===== src/rtl/mem_arbiter_pkg.sv =====
// mem_arbiter_pkg: shared types and limits for the unified memory arbiter.
//   arb_state_t  - arbiter FSM state (idle / waiting on a read)
//   arb_owner_t  - which core port owns the current memory access
//   READ_LATENCY_MAX, LAT_CNT_W - bound on memory read latency and the
//                  width of the latency down-counter that covers it
package mem_arbiter_pkg;

    typedef enum logic {ARB_IDLE, ARB_WAIT} arb_state_t;
    typedef enum logic {OWNER_INST, OWNER_DATA} arb_owner_t;

    localparam int READ_LATENCY_MAX = 4;
    localparam int LAT_CNT_W        = $clog2(READ_LATENCY_MAX);

endpackage


===== src/rtl/mem_arbiter_pick.sv =====
// mem_arbiter_pick: combinational winner selection between fetch and data.
//   inst_req        in  fetch port requesting
//   data_req        in  data port requesting
//   streak_at_limit in  data has used up its consecutive-grant budget
//   owner           out winning port
//   valid           out some port is requesting (owner is meaningful)
// Data has priority; fetch wins when data is absent or when data's streak
// budget is exhausted while fetch is waiting.
module mem_arbiter_pick
    import mem_arbiter_pkg::*;
(
    input  logic       inst_req,
    input  logic       data_req,
    input  logic       streak_at_limit,
    output arb_owner_t owner,
    output logic       valid
);

    always_comb begin
        valid = inst_req | data_req;
        owner = OWNER_DATA;
        if (inst_req && (!data_req || streak_at_limit))
            owner = OWNER_INST;
    end

endmodule


===== src/rtl/mem_arbiter.sv =====
// mem_arbiter: shares one single-port, non-pipelined memory between the
// core's instruction-fetch port and data port.
//   clk, rst                      clock, synchronous active-high reset
//   inst_req/addr                 fetch request (held until inst_grant)
//   inst_grant/rvalid/rd_data     fetch accept, read-data pulse, fetched word
//   data_req/wr/addr/wr_data      data request (held until data_grant)
//   data_grant/rvalid/rd_data     data accept, read-data pulse, loaded word
//   mem_addr/wr_data/wr_ena       memory request side
//   mem_rd_data                   memory read data, READ_LATENCY after issue
//   busy                          high while waiting on a read
// Optional build macro MEM_ARBITER_PERF_COUNTERS_EN adds inst_wait_cycles and
// data_wait_cycles: wrapping counts of cycles a port requested but was not
// granted.
// Parameters: READ_LATENCY (1..4), MAX_DATA_STREAK (0 = strict data priority).
module mem_arbiter
    import mem_arbiter_pkg::*;
#(
    parameter int READ_LATENCY    = 1,
    parameter int MAX_DATA_STREAK = 4
) (
    input  logic        clk,
    input  logic        rst,
    input  logic        inst_req,
    input  logic [31:0] inst_addr,
    output logic        inst_grant,
    output logic        inst_rvalid,
    output logic [31:0] inst_rd_data,
    input  logic        data_req,
    input  logic        data_wr,
    input  logic [31:0] data_addr,
    input  logic [31:0] data_wr_data,
    output logic        data_grant,
    output logic        data_rvalid,
    output logic [31:0] data_rd_data,
    output logic [31:0] mem_addr,
    output logic [31:0] mem_wr_data,
    output logic        mem_wr_ena,
    input  logic [31:0] mem_rd_data,
    output logic        busy
`ifdef MEM_ARBITER_PERF_COUNTERS_EN
    ,
    output logic [31:0] inst_wait_cycles,
    output logic [31:0] data_wait_cycles
`endif
);

    // A zero-width counter is illegal, so strict-priority builds keep one
    // (never incremented) bit.
    localparam int STREAK_W = (MAX_DATA_STREAK > 0) ? $clog2(MAX_DATA_STREAK + 1) : 1;
    localparam logic [STREAK_W-1:0]  STREAK_MAX = STREAK_W'(MAX_DATA_STREAK);
    localparam logic [LAT_CNT_W-1:0] LAT_LOAD   = LAT_CNT_W'(READ_LATENCY - 1);

    arb_state_t           r_state;
    arb_state_t           w_state_nxt;
    arb_owner_t           r_owner;
    logic [31:0]          r_addr;
    logic [LAT_CNT_W-1:0] r_lat_cnt;
    logic [STREAK_W-1:0]  r_streak;
    logic [31:0]          r_inst_rd_data;
    logic [31:0]          r_data_rd_data;

    arb_owner_t           w_pick_owner;
    logic                 w_pick_vld;
    logic                 w_streak_full;
    logic                 w_issue_rd;

    assign w_streak_full = (r_streak == STREAK_MAX);

    mem_arbiter_pick u_pick (
        .inst_req        (inst_req),
        .data_req        (data_req),
        .streak_at_limit ((MAX_DATA_STREAK > 0) && w_streak_full),
        .owner           (w_pick_owner),
        .valid           (w_pick_vld)
    );

    // Grants and memory strobes are combinational from the winner; reset
    // forces everything quiet for the whole rst cycle.
    always_comb begin
        w_state_nxt = r_state;
        w_issue_rd  = 1'b0;
        inst_grant  = 1'b0;
        data_grant  = 1'b0;
        inst_rvalid = 1'b0;
        data_rvalid = 1'b0;
        mem_addr    = '0;
        mem_wr_data = '0;
        mem_wr_ena  = 1'b0;
        busy        = 1'b0;
        if (!rst) begin
            case (r_state)
                ARB_IDLE: begin
                    if (w_pick_vld) begin
                        if (w_pick_owner == OWNER_DATA) begin
                            data_grant  = 1'b1;
                            mem_addr    = data_addr;
                            mem_wr_data = data_wr_data;
                            mem_wr_ena  = data_wr;
                            w_issue_rd  = !data_wr;
                        end else begin
                            inst_grant  = 1'b1;
                            mem_addr    = inst_addr;
                            w_issue_rd  = 1'b1;
                        end
                        // Writes complete in the grant cycle; only reads wait.
                        if (w_issue_rd)
                            w_state_nxt = ARB_WAIT;
                    end
                end
                ARB_WAIT: begin
                    busy     = 1'b1;
                    mem_addr = r_addr;
                    if (r_lat_cnt == '0) begin
                        inst_rvalid = (r_owner == OWNER_INST);
                        data_rvalid = (r_owner == OWNER_DATA);
                        w_state_nxt = ARB_IDLE;
                    end
                end
                default: w_state_nxt = ARB_IDLE;
            endcase
        end
    end

    // Read data bypasses straight from memory in the rvalid cycle; the
    // registered copy holds it afterwards until the next rvalid.
    assign inst_rd_data = inst_rvalid ? mem_rd_data : r_inst_rd_data;
    assign data_rd_data = data_rvalid ? mem_rd_data : r_data_rd_data;

    always_ff @(posedge clk) begin
        if (rst) begin
            r_state        <= ARB_IDLE;
            r_owner        <= OWNER_INST;
            r_addr         <= '0;
            r_lat_cnt      <= '0;
            r_streak       <= '0;
            r_inst_rd_data <= '0;
            r_data_rd_data <= '0;
        end else begin
            r_state <= w_state_nxt;

            if (w_issue_rd) begin
                r_owner   <= data_grant ? OWNER_DATA : OWNER_INST;
                r_addr    <= mem_addr;
                r_lat_cnt <= LAT_LOAD;
            end else if (r_state == ARB_WAIT && r_lat_cnt != '0) begin
                r_lat_cnt <= r_lat_cnt - 1'b1;
            end

            if (inst_rvalid) r_inst_rd_data <= mem_rd_data;
            if (data_rvalid) r_data_rd_data <= mem_rd_data;

            // Streak only measures data grants taken while fetch is waiting.
            if (!inst_req || inst_grant)
                r_streak <= '0;
            else if (data_grant && !w_streak_full)
                r_streak <= r_streak + 1'b1;
        end
    end

`ifdef MEM_ARBITER_PERF_COUNTERS_EN
    always_ff @(posedge clk) begin
        if (rst) begin
            inst_wait_cycles <= '0;
            data_wait_cycles <= '0;
        end else begin
            if (inst_req && !inst_grant) inst_wait_cycles <= inst_wait_cycles + 32'd1;
            if (data_req && !data_grant) data_wait_cycles <= data_wait_cycles + 32'd1;
        end
    end
`endif

endmodule


===== config.mk =====
export PLATFORM = sky130hd
export DESIGN_NAME = mem_arbiter
export DESIGN_NICKNAME = d
export VERILOG_FILES = /design/src/rtl/mem_arbiter_pkg.sv /design/src/rtl/mem_arbiter_pick.sv /design/src/rtl/mem_arbiter.sv
export SDC_FILE = /design/constraint.sdc
export NUM_CORES = 1
export LEC_CHECK = 0
export ABC_AREA = 1
export ABC_CLOCK_PERIOD_IN_PS = 3150
export BUFFER_PORTS_ARGS = -buffer_cell sky130_fd_sc_hd__buf_2
export CAP_MARGIN = 30
export CORE_MARGIN = 2
export CORE_UTILIZATION = 51
export DETAILED_ROUTE_END_ITERATION = 8
export PLACE_DENSITY_LB_ADDON = 0.08
export SLEW_MARGIN = 30
export SYNTH_ARGS = -nofsm -noshare
export SYNTH_HDL_FRONTEND = slang
export SYNTH_SLANG_ARGS = --single-unit

===== constraint.sdc =====
create_clock -name clk -period 3.15 [get_ports clk]
set_input_delay 0.63 -clock clk [delete_from_list [all_inputs] [get_ports clk]]
set_output_delay 0.63 -clock clk [all_outputs]
set_load 0.02 [all_outputs]

# Word level (Yosys, flattened, before mapping)
# Cells that the tools add are included.
[word_totals]
reg_bits = 103
in_bits = 133
output_inout_bits = 134
[op_classes]
n_addsub = 2
eq_ne = 1
muxes = 42
bitwise_logic = 3
reduce_logical = 13
[op_table]
columns = ["op", "count"]
rows = [
  ["2-to-1 mux 32 bit", 9],
  ["one-hot mux 32 bit (2 select lines)", 1],
  ["2-to-1 mux 1 bit", 31],
  ["zero test 1 bit", 4],
  ["OR reduction 2 bit", 2],
  ["adder 3 x 1 -> 3 bit (second input constant)", 1],
  ["== test 3 bit (second input constant)", 1],
  ["logical AND 1 bit", 3],
  ["zero test 2 bit", 1],
  ["logical OR 1 bit", 2],
  ["NOT 1 bit", 2],
  ["one-hot mux 1 bit (2 select lines)", 1],
  ["nonzero test 2 bit", 1],
  ["subtractor 2 x 1 -> 2 bit (second input constant)", 1],
  ["OR 1 bit", 1],
]

# Longest topological paths before layout
# Gate-level depths: netlist of run 1.
[logic_depth]
word_depth = 11
ltp_mapped = 12
ltp_nobuf = 11

# By module
# A second synthesis of run 1 with hierarchy kept.
[unflattened]
cells_unflattened = 959
hier_area_um2 = 5590.4
[modules_own_cells]
columns = ["module", "n_inst", "cells_each", "area_per_inst_um2"]
rows = [
  ["mem_arbiter", 1, 955, 5572.8],
  ["mem_arbiter_pick", 1, 4, 17.5],
]

# Worst setup path before layout of run 1
# OpenSTA, ideal clock, no wires.
[synth_timing]
kind = "input-to-output"
startpoint = "input port inst_req"
endpoint = "output port mem_addr[16]"
arrival_ns = 1.841
t_required_ns = 2.520
slack_ns = 0.679
stages = 5
path_buffers = 2
cell_sequence = "buf_4 -> a31oi_4 -> buf_2 -> nand2_1 -> a21boi_0"
[synth_via]
elab_chain_cells = 5
word_cells_on_any_way = 6
[synth_rtl]
columns = ["element", "line", "source"]
rows = [
  ["start, declared", "mem_arbiter.sv:23", "input logic inst_req,"],
  ["logical AND 1 bit", "mem_arbiter_pick.sv:22", "if (inst_req && (!data_req || streak_at_limit))"],
  ["2-to-1 mux 32 bit", "mem_arbiter.sv:94", "if (w_pick_owner == OWNER_DATA) begin"],
  ["2-to-1 mux 32 bit (*)", "mem_arbiter.sv:93", "if (w_pick_vld) begin"],
  ["one-hot mux 32 bit (2 select lines) (*)", "mem_arbiter.sv:91", "case (r_state)"],
  ["2-to-1 mux 32 bit (*)", "mem_arbiter.sv:90", "if (!rst) begin"],
  ["end, declared", "mem_arbiter.sv:35", "output logic [31:0] mem_addr,"],
]
# Mark *: on every way between the ends. The rest lies on a longest branch, timed or not.

# Final worst setup path of run 1
[layout_timing]
startpoint = "register r_state"
endpoint = "output port data_rd_data[0]"
[layout_via]
elab_chain_cells = 3
[layout_rtl]
columns = ["element", "line", "source"]
rows = [
  ["start, declared", "mem_arbiter.sv:53", "arb_state_t r_state;"],
  ["start signal, assigned", "mem_arbiter.sv:139", "r_state <= w_state_nxt;"],
  ["2-to-1 mux 1 bit", "mem_arbiter.sv:91", ""],
  ["2-to-1 mux 1 bit", "mem_arbiter.sv:90", ""],
  ["2-to-1 mux 32 bit", "--", ""],
  ["end, declared", "mem_arbiter.sv:34", "output logic [31:0] data_rd_data,"],
]
# Every way passes these cells.

==> results of run 1 <==
-- layout make-up --
class,instances,area [um^2]
Multi-Input combinational cell,551,2670
Clock inverter,6,76.3
Inverter,146,553
Sequential cell,103,2060
Timing Repair Buffer,272,1380
Clock buffer,9,124
Fill cell,1047,3700
Tap cell,140,175
-- cell usage after synthesis --
cell type  count
nand2_1      211
inv_1        139
dfxtp_1      103
nor2_1        99
o21ai_1       60
nand3_1       51
or2_2         36
or2_1         29
clkbuf_1      17
nand3b_1      16
a21boi_0      13
buf_6         11
buf_2          8
o21ai_0        7
a21oi_1        6
buf_4          4
inv_2          4
nand2_4        4
buf_1          3
ha_1           3
inv_4          2
nand2_2        2
nand3_4        2
nor2_4         2
nor2_8         2
xor2_1         2
a211oi_1       1
a21boi_1       1
a31oi_4        1
clkinv_1       1
nor2_2         1
nor4_1         1
or2_0          1
-- logic make-up (layout without fill, tap and decap cells) --
kind of cell,Yosys count,in the layout,synth area share (%)
and+or+nand+nor,457,457,38.1
xor gates and xnor gates,2,2,0.315
AOI/OAI and AO/OA,89,89,8.98
adders and majority gates,3,3,0.675
buffers and inverters,189,433,14.8
DFF,103,103,37.1
-- how the worst min path moves through the flow --
stage | slack, ns | to | start | cells past startpoint
after floorplan | 0.42 | r_addr[17] | r_addr[17] | 2
final | 0.46 | r_addr[19] | r_addr[19] | 2
after global routing | 0.47 | r_addr[30] | r_addr[30] | 2
after CTS | 0.46 | r_addr[14] | r_addr[14] | 2
after global placement | 0.43 | r_addr[17] | r_addr[17] | 2
after detailed placement | 0.44 | r_addr[4] | r_addr[4] | 2
-- placed cells by master, fill, tap and decap left out, types with 3 or more instances in the layout --
master,n
buf_2,266
nand2_1,211
inv_1,139
dfxtp_1,103
nor2_1,99
o21ai_1,60
nand3_1,51
or2_2,36
or2_1,29
nand3b_1,16
a21boi_0,13
clkbuf_8,9
o21ai_0,7
a21oi_1,6
buf_4,6
nand2_4,4
inv_2,4
ha_1,3
-- metal layers --
metal  up-vias  global-route usage [%]  wire (um)
li1       3018                       -          -
met2       163                    41.4       6800
met3        17                    5.49       1080
met4         0                    8.33        208
met1      2457                    29.5       6500
met5         -                       0          0
-- power by group through the flow --
| stage | clock (mW) | sequential, mW | combinational (mW) |
|---|---|---|---|
| 6_report | 0.853 | 1.38 | 0.737 |
| 5_1_grt | 0.921 | 1.39 | 0.821 |
| 4_1_cts | 0.875 | 1.38 | 0.743 |
| 3_5_place_dp | 0 | 1.41 | 0.738 |
| 3_3_place_gp | 0 | 1.41 | 0.735 |
| 2_1_floorplan | 0 | 1.41 | 0.500 |
-- flip-flops by register name, indices dropped and copies added (netlist names) --
| name | flops |
|---|---|
| r_addr | 32 |
| r_data_rd_data | 32 |
| r_inst_rd_data | 32 |
| r_streak | 3 |
| r_lat_cnt | 2 |
| r_owner | 1 |
| r_state | 1 |
-- critical path, cell delays in order, from the launching register on --
cell and delay, ns:
dfxtp_1 0.46, inv_2 0.23, nor2_8 0.32, nand3_4 0.12, buf_4 0.27, o21ai_0 0.25, inv_1 0.06, buf_2 0.16
==> reports/results.txt, run 1 <==
Slew HR -> 56.2%
I/O pin count -> 267
Clk pin slew, worst setup/hold paths -> 0.10 ns
CP Capture Type -> output pin
largest net degree at the start of global routing -> 65
final setup margin -> 0.265 ns
Synth area leaders -> dfxtp_1 (37%), nand2_1 (14%), inv_1 (9.4%)
Max Cap Viol -> 0
internal power -> 2.01 mW
FF+latch count, synth -> 103
gr ovfl total -> 0
Sw Pwr -> 0.967 mW
DR WL/cell -> 11.9 um
Synth top area share -> 37.1%
largest fanout on the critical path -> 32
clk root buf -> clkbuf_8
Final Non-Filler Cells -> 1,227
Post-Place Setup Slack -> 0.496 ns
drt total wl -> 14.6 mm
RSZ-0062 raised after global routing -> false
number of remaining DRC errors -> 0
DP Cell Count -> 1,212
Crit Reg-Reg Endpoint -> r_addr[0]
Die W -> 108 um
Final Core Density -> 65.5%
post_cts resized -> 0
Synth Area per Inst -> 6.59 um^2
Yosys Warn Count -> 0
Routed Antenna Nets -> 0
Min-Delay Path Class -> reg2reg
TritonCTS clock tree -> yes
Cells after Synth -> 843
Placed Area -> 6840 um^2
CTS sink cnt -> 103
syn nets -> 979
area of the mapped netlist -> 5560 um^2
pwr dens -> 422 nW/um^2
Sequential Power Share -> 46.5%
GRT Overall Usage -> 24.0%
clk_lat worst skew -> 0.37 ns
clock power share -> 28.7%
Worst Setup Path Type -> reg2out
PortBufs -> 266
CP Launch Type -> register
Die Y-Extent -> 108 um
Final Max Tran Viols -> 0
maximum vdd ir drop -> 0.000264 V
drt pass-1 iters -> 4
H-tree depth -> 3
Data arrival, critical path -> 2.25 ns
clk_skew -> 0.00966 ns
final setup fails -> 0
CP endpoint -> data_rd_data[0]
Post-CTS Setup Bufs -> 0
Max Buffers Root-to-Sink -> 2
total power -> 2.97 mW
hold slack -> 0.456 ns
Reg-to-Reg Start -> r_streak[0]
vias per cell -> 4.61
reg-to-reg slack, setup -> 0.82 ns
Ant. Diodes -> 0
Area Growth Syn to Fin -> 26.7%
Initial DRC Count -> 221
row count -> 38
cts hold-fix bufs -> 0
Placer Congestion -> 0.800
minimum clock period -> 2.88 ns
core area -> 10,700 um^2
Seq/Total Area, Yosys -> 37.1%
Starting Density -> 51.7%
cells on worst reg2reg path -> 11
post-synthesis cell type count -> 33
Vias -> 5,655
layout net count -> 1,219
design area -> 7040 um^2
share of cells above drive strength 1 -> 31.6%
status -> finished clean
Sum Neg Setup Slack -> 0 ns
initial antenna violation count -> 0
Switching Share -> 32.5%
Final Hold Fails -> 0
Worst-Margin Slew -> 0.657 ns
TritonCTS Buffers -> 9
Crit. Startpoint -> r_state
Fmax -> 0.347 GHz
hpwl dp -> 10.3 mm
Lkg Pwr -> 4.69 nW
Die ar. -> 11,700 um^2
global-route wire length before repair -> 22.7 mm
vias in the first global route -> 5,005
Synth area leader -> dfxtp_1
Crit path required time -> 2.52 ns
Final Cycle Share -> 91.6%
Combinational Power Share -> 24.8%
No activity file was read; power rests on OpenSTA's default activity.
==> run 2, diff against run 1 <==
--- a/config.mk
+++ b/config.mk
@@ -12,7 +12,7 @@
 export CORE_MARGIN = 2
 export CORE_UTILIZATION = 51
 export DETAILED_ROUTE_END_ITERATION = 8
-export PLACE_DENSITY_LB_ADDON = 0.08
+export PLACE_DENSITY = 0.87
 export SLEW_MARGIN = 30
 export SYNTH_ARGS = -nofsm -noshare
 export SYNTH_HDL_FRONTEND = slang
==> reports/results.txt, run 2 (synthesis results as in run 1) <==
Top Registers -> r_addr x32, r_data_rd_data x32, r_inst_rd_data x32
cell count along the critical path -> 9
global-route wire length before repair -> 23.6 mm
Fmax -> 0.357 GHz
cts hold-fix bufs -> 0
initial antenna violation count -> 1
GRT Overall Usage -> 25.0%
Vias -> 5,850
Crit. Startpoint -> r_streak[0]
clk_lat worst skew -> 0.36 ns
slowest library cell on the worst path -> dfxtp_1
worst path cell trace -> inv_1 -> ha_1 -> nand2_2 -> nand2_4 -> nand3_1 -> nand2_1 -> inv_1 -> a21boi_0 -> buf_2
TritonCTS clock tree -> yes
Worst-Margin Slew -> 0.624 ns
CP Launch Type -> register
RSZ-0062 raised after global routing -> false
Worst Setup Path Type -> reg2out
I/O pin count -> 267
Area Growth Syn to Fin -> 27.5%
number of remaining DRC errors -> 0
Post-CTS Setup Bufs -> 0
final setup fails -> 0
Buf/Inv on CP -> 3
Sw Pwr -> 0.992 mW
Final Core Density -> 66.0%
Final Hold Fails -> 0
reg-to-reg slack, setup -> 0.82 ns
crit-path max cell delay -> 0.34 ns
largest fanout on the critical path -> 34
Starting Density -> 51.7%
hpwl dp -> 11.3 mm
clk root buf -> clkbuf_8
layout net count -> 1,222
CP endpoint -> mem_addr[30]
internal power -> 2.03 mW
Die Y-Extent -> 108 um
most common cell after layout, fill and taps aside -> buf_2
Switching Share -> 32.8%
most frequent cells in the layout -> buf_2 (266), nand2_1 (211), inv_1 (139)
Die W -> 108 um
Initial DRC Count -> 388
worst hold start -> r_addr[20]
CTS sink cnt -> 103
post_cts resized -> 0
Lkg Pwr -> 4.72 nW
Clk pin slew, worst setup/hold paths -> 0.10 ns
H-tree depth -> 3
row count -> 38
Placer Congestion -> 0.959
drt total wl -> 15.3 mm
Combinational Power Share -> 24.8%
Die ar. -> 11,700 um^2
Min-Delay Path Class -> reg2reg
drt pass-1 iters -> 5
Routed Antenna Nets -> 0
maximum vdd ir drop -> 0.000273 V
Final Cycle Share -> 89.0%
vias per cell -> 4.75
Post-Place Setup Slack -> 0.379 ns
Max Buffers Root-to-Sink -> 2
gr ovfl total -> 0
cells on worst reg2reg path -> 11
clk_skew -> 0.0133 ns
CP Capture Type -> output pin
DR WL/cell -> 12.4 um
Slew HR -> 58.4%
Crit path required time -> 2.52 ns
core area -> 10,700 um^2
pwr dens -> 426 nW/um^2
share of cells above drive strength 1 -> 31.8%
Reg-to-Reg Start -> r_streak[0]
status -> finished clean
Crit Reg-Reg Endpoint -> r_addr[17]
Max Cap Viol -> 0
Crit path max-delay family -> simple AND/OR/NAND/NOR gates
Sum Neg Setup Slack -> 0 ns
final setup margin -> 0.346 ns
TritonCTS Buffers -> 9
PortBufs -> 266
Sequential Power Share -> 45.8%
largest net degree at the start of global routing -> 65
Final Max Tran Viols -> 0
vias in the first global route -> 5,204
Data arrival, critical path -> 2.17 ns
minimum clock period -> 2.80 ns
clock power share -> 29.4%
fillers -> 959
Most common cell on crit path -> inv_1
run 2: changes by cell type in the layout (fill, tap and decap cells not counted), sizes merged:
cell and delta:
buf +3, clkinv -1, diode +1, inv +2
run 2: worst min-delay path: cells and delay by family (launching register included):
family | cells | cell delay (ns)
and+or+nand+nor | 2 | 0.10
DFF | 1 | 0.32
run 2: worst min path at each step:
stage	slack [ns]	cells past startpoint	endpoint
2_1_floorplan	0.42	2	r_addr[17]
3_3_place_gp	0.43	2	r_addr[17]
3_5_place_dp	0.44	2	r_addr[20]
4_1_cts	0.46	2	r_addr[20]
5_1_grt	0.47	2	r_addr[27]
6_report	0.46	2	r_addr[20]
run 2: layout make-up:
cell class / count / area (um^2) / share of cell area, %
inverters: 146 / 553 / 7.80
clock buffers: 9 / 124 / 1.75
well taps: 140 / 175 / 2.47
repair buffers: 275 / 1400 / 19.7
diodes: 1 / 2.50 / 0.0353
multi-input cells: 551 / 2670 / 37.7
clock inverters: 7 / 97.6 / 1.38
flip-flops and latches: 103 / 2060 / 29.1
run 2: power groups by stage:
stage / Sequential, mW / Clock, mW / Combinational (mW)
6_report: 1.38 / 0.886 / 0.749
5_1_grt: 1.39 / 0.963 / 0.828
4_1_cts: 1.38 / 0.917 / 0.751
3_5_place_dp: 1.41 / 0 / 0.747
3_3_place_gp: 1.41 / 0 / 0.738
2_1_floorplan: 1.41 / 0 / 0.500
run 2: routing by layer:
metal | GRT usage (%) | wire [um] | up-vias
met4 | 7.33 | 245 | 0
met1 | 30.3 | 6390 | 2589
met3 | 5.91 | 1270 | 16
met2 | 44.2 | 7370 | 218
met5 | 0 | 0 | -
li1 | - | - | 3027
run 2: per-stage QoR:
| stage | instance area, um^2 | hold WS (ns) | cells | power (mW) |
|---|---|---|---|---|
| detailed placement | 6860 | 0.440 | 1215 | 2.16 |
| finish | 7090 | 0.455 | 1232 | 3.02 |
| floorplan | 5560 | 0.421 | 843 | 1.91 |
| CTS | 7080 | 0.460 | 1231 | 3.05 |
| global placement | 6860 | 0.432 | 1215 | 2.15 |
| global route | 7080 | 0.474 | 1231 | 3.18 |
==> run 3, diff against run 2 <==
--- a/config.mk
+++ b/config.mk
@@ -11,8 +11,9 @@
 export CAP_MARGIN = 30
 export CORE_MARGIN = 2
 export CORE_UTILIZATION = 51
+export CTS_CLUSTER_SIZE = 10
 export DETAILED_ROUTE_END_ITERATION = 8
-export PLACE_DENSITY = 0.87
+export PLACE_DENSITY = 0.95
 export SLEW_MARGIN = 30
 export SYNTH_ARGS = -nofsm -noshare
 export SYNTH_HDL_FRONTEND = slang
==> reports/results.txt, run 3 (synthesis results as in run 1) <==
status -> finished clean
Combinational Power Share -> 25.3%
Die W -> 108 um
Slew HR -> 57.3%
Final Hold Fails -> 0
largest net degree at the start of global routing -> 64
most common cell after layout, fill and taps aside -> buf_2
Final Non-Filler Cells -> 1,230
Worst Setup Path Type -> reg2out
Sw Pwr -> 1.02 mW
Routed Antenna Nets -> 0
drt pass-1 iters -> 5
maximum vdd ir drop -> 0.000402 V
Die Y-Extent -> 108 um
GRT Overall Usage -> 24.6%
Post-CTS Setup Bufs -> 0
Min-Delay Path Class -> reg2reg
final setup fails -> 0
hold depth -> 2
Lkg Pwr -> 4.71 nW
share of cells above drive strength 1 -> 31.7%
clock power share -> 28.2%
TritonCTS clock tree -> yes
Sum Neg Setup Slack -> 0 ns
Hold Path Sink -> r_addr[11]
Placer Congestion -> 0.882
Area Growth Syn to Fin -> 27.1%
most frequent cells in the layout -> buf_2 (266), nand2_1 (211), inv_1 (139)
Data arrival, critical path -> 2.24 ns
Top Registers -> r_addr x32, r_data_rd_data x32, r_inst_rd_data x32
TritonCTS Buffers -> 9
vias in the first global route -> 5,221
Buf/Inv on CP -> 2
clk_skew -> 0.0192 ns
Final Cycle Share -> 91.0%
worst hold start -> r_addr[11]
design area -> 7070 um^2
Initial DRC Count -> 408
fillers -> 915
vias per cell -> 4.83
Placed Area -> 6860 um^2
Crit path max-delay family -> simple AND/OR/NAND/NOR gates
PortBufs -> 266
CP Launch Type -> register
global-route wire length before repair -> 23.2 mm
DP Cell Count -> 1,214
Starting Density -> 51.7%
hpwl dp -> 11.5 mm
CTS sink cnt -> 103
minimum clock period -> 2.87 ns
post_cts resized -> 0
Reg-to-Reg Start -> r_streak[0]
pwr dens -> 421 nW/um^2
I/O pin count -> 267
clk_lat worst skew -> 0.37 ns
H-tree depth -> 3
Final Core Density -> 65.8%
drt total wl -> 15.4 mm
RSZ-0062 raised after global routing -> false
DR WL/cell -> 12.5 um
gr ovfl total -> 0
Max Buffers Root-to-Sink -> 2
reg-to-reg slack, setup -> 0.84 ns
number of remaining DRC errors -> 0
cts hold-fix bufs -> 0
slowest library cell on the worst path -> dfxtp_1
Final Max Tran Viols -> 0
row count -> 38
initial antenna violation count -> 0
Fmax -> 0.349 GHz
largest fanout on the critical path -> 34
layout net count -> 1,221
Most common cell on crit path -> nand2_4
Ant. Diodes -> 0
Crit Reg-Reg Endpoint -> r_addr[4]
crit-path max cell delay -> 0.37 ns
worst path cell trace -> inv_1 -> ha_1 -> nand2_2 -> nand2_4 -> nand2_4 -> nand2_4 -> nor4_1 -> buf_2
Clk pin slew, worst setup/hold paths -> 0.11 ns
Max Cap Viol -> 0
Die ar. -> 11,700 um^2
Crit path required time -> 2.52 ns
cells on worst reg2reg path -> 11
core area -> 10,700 um^2
Worst-Margin Slew -> 0.641 ns
Sequential Power Share -> 46.6%
CP Capture Type -> output pin
internal power -> 1.95 mW
Vias -> 5,939
Switching Share -> 34.4%
clk root buf -> clkbuf_8
run 3: power by group through the flow:
stage | Combinational (mW) | Clock (mW) | Sequential, mW
detailed placement | 0.747 | 0 | 1.41
finish | 0.752 | 0.837 | 1.38
global placement | 0.737 | 0 | 1.41
CTS | 0.751 | 0.862 | 1.38
global route | 0.822 | 0.914 | 1.39
floorplan | 0.500 | 0 | 1.41
run 3: worst max-delay path by stage:
stage | start | end | slack, ns | depth (start not counted)
2_1_floorplan | inst_req | mem_addr[16] | 0.68 | 5
3_3_place_gp | rst | mem_addr[10] | 0.56 | 7
3_5_place_dp | inst_req | mem_wr_data[16] | 0.54 | 6
4_1_cts | r_streak[0] | mem_wr_ena | 0.29 | 8
5_1_grt | r_streak[0] | mem_wr_ena | 0.12 | 8
6_report | r_streak[0] | mem_wr_ena | 0.28 | 8
run 3: cell type report:
class,instances,area (um^2),area share [%]
multi-input cells,551,2670,37.8
flip-flops and latches,103,2060,29.2
repair buffers,274,1390,19.7
inverters,146,553,7.83
well taps,140,175,2.48
clock buffers,9,124,1.75
clock inverters,7,86.3,1.22
run 3: through the flow:
step                      total power, mW  setup WS (ns)  hold WS, ns
after floorplan                      1.91          0.679        0.421
after CTS                            3.00          0.287        0.460
after detailed placement             2.16          0.542        0.439
after global placement               2.15          0.565        0.432
final                                2.97          0.285        0.456
after global routing                 3.13          0.119        0.476
run 3: worst reg2reg max path, cell delays in order (launching register included):
cell     delay [ns]
dfxtp_1        0.37
inv_1          0.07
ha_1           0.24
nand2_2        0.11
nand2_4        0.22
nand2_4        0.29
nand2_4        0.10
nand2_4        0.12
nand2_2        0.10
inv_2          0.42
nand2_1        0.14
nand2_1        0.09
run 3: per-layer routing:
| layer | share of wire, % | GRT usage, % | routed length (um) | up-vias |
|---|---|---|---|---|
| li1 | - | - | - | 3011 |
| met1 | 39 | 28.0 | 6080 | 2639 |
| met2 | 51 | 45.3 | 7910 | 261 |
| met3 | 7.4 | 5.55 | 1140 | 28 |
| met4 | 2.0 | 7.78 | 304 | 0 |
| met5 | 0 | 0 | 0 | - |
